===== config.mk =====
export PLATFORM = sky130hd
export DESIGN_NAME = lavanderia_flat
export DESIGN_NICKNAME = d
export VERILOG_FILES = /design/src/rtl/lavanderia_if.sv /design/src/rtl/lavanderia.sv /design/src/flat_wrapper.sv
export SDC_FILE = /design/constraint.sdc
export NUM_CORES = 1
export LEC_CHECK = 0
export ABC_CLOCK_PERIOD_IN_PS = 2500
export BUFFER_PORTS_ARGS = -buffer_cell sky130_fd_sc_hd__buf_2
export CORE_UTILIZATION = 55
export CTS_CLUSTER_SIZE = 8
export DETAILED_ROUTE_END_ITERATION = 16
export PLACE_DENSITY = 0.74
export SETUP_SLACK_MARGIN = 0.02
export SLEW_MARGIN = 20
export SYNTH_ARGS = -nofsm -noshare
export SYNTH_HDL_FRONTEND = slang
export SYNTH_SLANG_ARGS = --single-unit

===== constraint.sdc =====
create_clock -name clk -period 2.5 [get_ports clk]
set_clock_uncertainty 0.15 [all_clocks]
set_input_delay 0.5 -clock clk [delete_from_list [all_inputs] [get_ports clk]]
set_output_delay 0.5 -clock clk [all_outputs]
set_load 0.01 [all_outputs]

===== src/rtl/lavanderia_if.sv =====
// rtl/lavanderia_if.sv - front-panel signal bundle for the laundry controller
interface lavanderia_if;
    logic intro_moneda;
    logic finalizar_pago;
    logic SECADO;
    logic LAVADO;
    logic LAVADO_PESADO;
    logic insuficiente;

    modport master (
        output intro_moneda,
        output finalizar_pago,
        input  SECADO,
        input  LAVADO,
        input  LAVADO_PESADO,
        input  insuficiente
    );

    modport slave (
        input  intro_moneda,
        input  finalizar_pago,
        output SECADO,
        output LAVADO,
        output LAVADO_PESADO,
        output insuficiente
    );
endinterface


===== src/rtl/lavanderia.sv =====
// rtl/lavanderia.sv - coin-operated laundry controller: credit counting, service selection and timing
module lavanderia #(
    parameter int PRECIO_SECADO = 2,
    parameter int PRECIO_LAVADO = 3,
    parameter int PRECIO_PESADO = 4,
    parameter int DUR_SECADO    = 8,
    parameter int DUR_LAVADO    = 12,
    parameter int DUR_PESADO    = 16,
    parameter int CW            = 4
) (
    input  logic         clk,
    input  logic         rst,
    lavanderia_if.slave  bus
);

    localparam int DUR_MAX = (DUR_SECADO > DUR_LAVADO)
                           ? ((DUR_SECADO > DUR_PESADO) ? DUR_SECADO : DUR_PESADO)
                           : ((DUR_LAVADO > DUR_PESADO) ? DUR_LAVADO : DUR_PESADO);
    localparam int TW = $clog2(DUR_MAX + 1);

    localparam logic [CW-1:0] P_SEC = CW'(PRECIO_SECADO);
    localparam logic [CW-1:0] P_LAV = CW'(PRECIO_LAVADO);
    localparam logic [CW-1:0] P_PES = CW'(PRECIO_PESADO);
    localparam logic [CW-1:0] C_MAX = {CW{1'b1}};
    localparam logic [TW-1:0] T_SEC = TW'(DUR_SECADO - 1);
    localparam logic [TW-1:0] T_LAV = TW'(DUR_LAVADO - 1);
    localparam logic [TW-1:0] T_PES = TW'(DUR_PESADO - 1);

    typedef enum logic [2:0] {
        IDLE,
        COBRO,
        S_SECADO,
        S_LAVADO,
        S_PESADO
    } state_t;

    state_t        state, state_n;
    logic [CW-1:0] credit, credit_n, credit_inc;
    logic [TW-1:0] timer, timer_n;
    logic          moneda_q;
    logic          coin;
    logic          sec_q, lav_q, pes_q, ins_q;
    logic          sec_n, lav_n, pes_n, ins_n;

    assign coin       = bus.intro_moneda & ~moneda_q;
    assign credit_inc = (coin && credit != C_MAX) ? credit + CW'(1) : credit;

    assign bus.SECADO        = sec_q;
    assign bus.LAVADO        = lav_q;
    assign bus.LAVADO_PESADO = pes_q;
    assign bus.insuficiente  = ins_q;

    always_ff @(posedge clk) begin
        if (rst) begin
            state    <= IDLE;
            credit   <= '0;
            timer    <= '0;
            moneda_q <= 1'b0;
            sec_q    <= 1'b0;
            lav_q    <= 1'b0;
            pes_q    <= 1'b0;
            ins_q    <= 1'b0;
        end else begin
            state    <= state_n;
            credit   <= credit_n;
            timer    <= timer_n;
            moneda_q <= bus.intro_moneda;
            sec_q    <= sec_n;
            lav_q    <= lav_n;
            pes_q    <= pes_n;
            ins_q    <= ins_n;
        end
    end

    always_comb begin
        state_n  = state;
        credit_n = credit;
        timer_n  = timer;
        sec_n    = 1'b0;
        lav_n    = 1'b0;
        pes_n    = 1'b0;
        ins_n    = 1'b0;
        case (state)
            IDLE, COBRO: begin
                credit_n = credit_inc;
                if (coin) begin
                    state_n = COBRO;
                end
                // A coin arriving together with the payment request still counts.
                if (bus.finalizar_pago) begin
                    if (credit_inc >= P_PES) begin
                        state_n  = S_PESADO;
                        timer_n  = T_PES;
                        credit_n = '0;
                        pes_n    = 1'b1;
                    end else if (credit_inc >= P_LAV) begin
                        state_n  = S_LAVADO;
                        timer_n  = T_LAV;
                        credit_n = '0;
                        lav_n    = 1'b1;
                    end else if (credit_inc >= P_SEC) begin
                        state_n  = S_SECADO;
                        timer_n  = T_SEC;
                        credit_n = '0;
                        sec_n    = 1'b1;
                    end else begin
                        ins_n = 1'b1;
                    end
                end
            end
            S_SECADO: begin
                if (timer == '0) begin
                    state_n = IDLE;
                end else begin
                    timer_n = timer - TW'(1);
                    sec_n   = 1'b1;
                end
            end
            S_LAVADO: begin
                if (timer == '0) begin
                    state_n = IDLE;
                end else begin
                    timer_n = timer - TW'(1);
                    lav_n   = 1'b1;
                end
            end
            S_PESADO: begin
                if (timer == '0) begin
                    state_n = IDLE;
                end else begin
                    timer_n = timer - TW'(1);
                    pes_n   = 1'b1;
                end
            end
            default: begin
                state_n = IDLE;
            end
        endcase
    end

endmodule


===== src/flat_wrapper.sv =====
// flat-port wrapper written by rule: the top's interface ports become plain ports
module lavanderia_flat 
#(
    parameter int PRECIO_SECADO = 2,
    parameter int PRECIO_LAVADO = 3,
    parameter int PRECIO_PESADO = 4,
    parameter int DUR_SECADO    = 8,
    parameter int DUR_LAVADO    = 12,
    parameter int DUR_PESADO    = 16,
    parameter int CW            = 4
)
  (clk, rst, bus_intro_moneda, bus_finalizar_pago, bus_SECADO, bus_LAVADO, bus_LAVADO_PESADO, bus_insuficiente);
  lavanderia_if bus_i ();
  input  logic clk;
  input  logic rst;
  input wire logic [$bits(bus_i.intro_moneda)-1:0] bus_intro_moneda;
  input wire logic [$bits(bus_i.finalizar_pago)-1:0] bus_finalizar_pago;
  output wire logic [$bits(bus_i.SECADO)-1:0] bus_SECADO;
  output wire logic [$bits(bus_i.LAVADO)-1:0] bus_LAVADO;
  output wire logic [$bits(bus_i.LAVADO_PESADO)-1:0] bus_LAVADO_PESADO;
  output wire logic [$bits(bus_i.insuficiente)-1:0] bus_insuficiente;
  assign bus_i.intro_moneda = bus_intro_moneda;
  assign bus_i.finalizar_pago = bus_finalizar_pago;
  assign bus_SECADO = bus_i.SECADO;
  assign bus_LAVADO = bus_i.LAVADO;
  assign bus_LAVADO_PESADO = bus_i.LAVADO_PESADO;
  assign bus_insuficiente = bus_i.insuficiente;
  lavanderia #(.PRECIO_SECADO(PRECIO_SECADO), .PRECIO_LAVADO(PRECIO_LAVADO), .PRECIO_PESADO(PRECIO_PESADO), .DUR_SECADO(DUR_SECADO), .DUR_LAVADO(DUR_LAVADO), .DUR_PESADO(DUR_PESADO), .CW(CW)) u_core (.clk(clk), .rst(rst), .bus(bus_i));
endmodule

==> metrics.csv <==
metric;value;unit
status;finished clean;
vdd_ir_drop_max;328;uV
diodes;0;
grt_use_met1;32.9;%
drc;0;
synth_area_leaders;dfxtp_1 (34%), a21oi_1 (4.9%), nor3_1 (3.9%);
portBuffers;7;
placed_area;1050;um^2
core;1730;um^2
clk_latency;300;ps
cts_tree;done;
setup_viol;0;
antenna_found_initial;0;
worst-r2r-cell-count;6;
crit_family;flip-flops;
vias_per_cell;6.05;
numPlacedInstances;144;
synth_cell_types;44;
cts_hold_buf;0;
p_per_area;499;nW/um^2
setup.worst_path.start_class;flop;
cp_num_buf_inv;0;
grt_overflow;0;
post_cts_buffers;0;
power_frac_seq;54.6;%
relSlewSlack;70.6;%
sw_frac_of_total;29.6;%
path_depth;6;
timing.fmax;459;MHz
path_max_fanout;7;
drive_gt1_share;18.7;%
place.gp.congestion;0.851;
dp_hpwl;1510;um
cpPeakStageDelay;500;ps
area_growth_syn_to_layout;6.16;%
fillerInstances;164;
grt_pass1_vias;840;
utilization;62.4;%
yosysTopAreaCell;dfxtp_1;
grt_pass1_wl;3710;um
min_period;2180;ps
clkTransAtPathRegs;120;ps
yosysSeqAreaShare;33.5;%
start_util;58.8;%
grt_busiest_layer;met2;
combinationalPowerShare;16.2;%
min_delay_path_depth;2;
rows;15;
nNetsFinal;130;
synth-warning-count;0;
fin_cells;148;
die_x;45.0;um
mostFrequentLayoutCells;dfxtp_1 (17), a21oi_1 (10), nand2_1 (8), nor2_1 (8), nor3_1 (8);
met2_usage;40.3;%
cp.required;2530;ps
clock-sinks;17;
period_share;87.2;%
ant_nets;0;
syn-num-nets;124;
p_sw;159;uW
p_clk_share;29.2;%
tns;0;ps
tightest_slew;440;ps
p_leak;0.412;nW
synth_seq_cells;17;
dieArea;2020;um^2
use_met3;3.60;%
layout_commonest_cell;dfxtp_1;
critical_path_class;reg -> reg;
path_cells;ha_1 > and3b_2 > mux2i_4 > nor2_2 > a32oi_1 > a21oi_1;
multi_input_area;621;um^2
wire_per_inst;14.3;um
hold_viol;0;
ctsResizeCount;0;
finalInstanceArea;1080;um^2
synth_edf_count;0;
fin_hold_ws;287;ps
cp.arrival;2210;ps
hold_class;in -> reg;
synthesis.area;1010;um^2
ios;8;
synth_top_area_share;33.5;%
slew_violations;0;
ff_latch_area;340;um^2
cp_slowest_cell;dfxtp_1;
netlist_instances;118;
dieHeight;45.0;um
cap_violations;0;
drt_iter0_markers;16;
yosys_most_used_dff;dfxtp_1;
syn_area_per_cell;8.60;um^2
grt_use_total;24.9;%
ys_async_sr_fraction;0;%
cts_root_buf;clkbuf_4;
cts_buffers;3;
firstDrtPassIters;4;
cts_max_level;1;
p_int;378;uW
critPathCaptureType;flop;
vias;895;
drt_wl_total;2120;um
grt_max_degree;17;
rsz0062_at_grt;false;
clk_path_buf_depth;2;
[flip-flops by register name, summed over array words and instances, names as in the netlist]
register,count
u_core.timer,5
u_core.credit,4
u_core.state,3
u_core.bus.LAVADO,1
u_core.bus.LAVADO_PESADO,1
u_core.bus.SECADO,1
u_core.bus.insuficiente,1
u_core.moneda_q,1
[cells in the mapped netlist, drive strengths merged, types with 2 or more instances]
library cell  count
a211oi            2
o41a              2
nand4             2
nand2             8
a32oi             2
or2               2
a31oi             2
o41ai             2
inv               6
nor2b             3
nor2             10
a21oi            10
a21boi            2
ha                2
buf               5
and3              2
nor3              8
dfxtp            17
o21ai             6
nand3             3
nand2b            2
and2              5
[per-layer routing]
metal,routed length (um),part of all wire (%),vias to the layer above
li1,-,-,442
met1,971,46,413
met2,1010,48,36
met3,116,5.5,4
met4,19,0.90,0
met5,0,0,-
[cell families (layout without fill, tap and decap cells)]
| group | count (synthesis) | in the layout | synth area share (%) |
|---|---|---|---|
| AO/OA/AOI/OAI | 36 | 36 | 27.7 |
| adder cells (fa/ha/maj) | 2 | 2 | 2.47 |
| AND/OR/NAND/NOR | 49 | 49 | 27.9 |
| XOR/XNOR | 1 | 1 | 0.863 |
| buffers and inverters | 12 | 17 | 5.30 |
| multiplexers | 1 | 1 | 2.22 |
| flip-flops | 17 | 17 | 33.5 |
[final timing paths]
kind / slack (ps) / to / from
max: 320 / u_core.state[0] / u_core.credit[0]
min: 290 / u_core.moneda_q / bus_intro_moneda
max reg2reg: 320 / u_core.state[0] / u_core.credit[0]
min reg2reg: 330 / u_core.timer[4] / u_core.timer[4]
[stage by stage]
| stage | power (mW) | worst slack (ps) |
|---|---|---|
| after detailed placement | 0.385 | 386 |
| after global routing | 0.567 | 178 |
| final | 0.537 | 320 |
| after global placement | 0.382 | 390 |
| after CTS | 0.535 | 367 |
| after floorplan | 0.363 | 562 |
[final cells by class]
| class | instances | share of cell area, % |
|---|---|---|
| clock buffer | 3 | 2.09 |
| clock inverter | 1 | 0.465 |
| inverter | 6 | 2.09 |
| multi-input combinational | 89 | 57.6 |
| sequential | 17 | 31.6 |
| tap | 25 | 2.90 |
| timing repair buffer | 7 | 3.25 |
[power groups by stage]
stage | clock network (mW) | logic (mW) | registers [mW]
floorplan | 0 | 0.0672 | 0.296
global placement | 0 | 0.0838 | 0.298
detailed placement | 0 | 0.0860 | 0.299
CTS | 0.156 | 0.0864 | 0.293
global route | 0.173 | 0.0982 | 0.295
finish | 0.157 | 0.0871 | 0.293
Note: power is estimated with default switching activity, not from simulation.
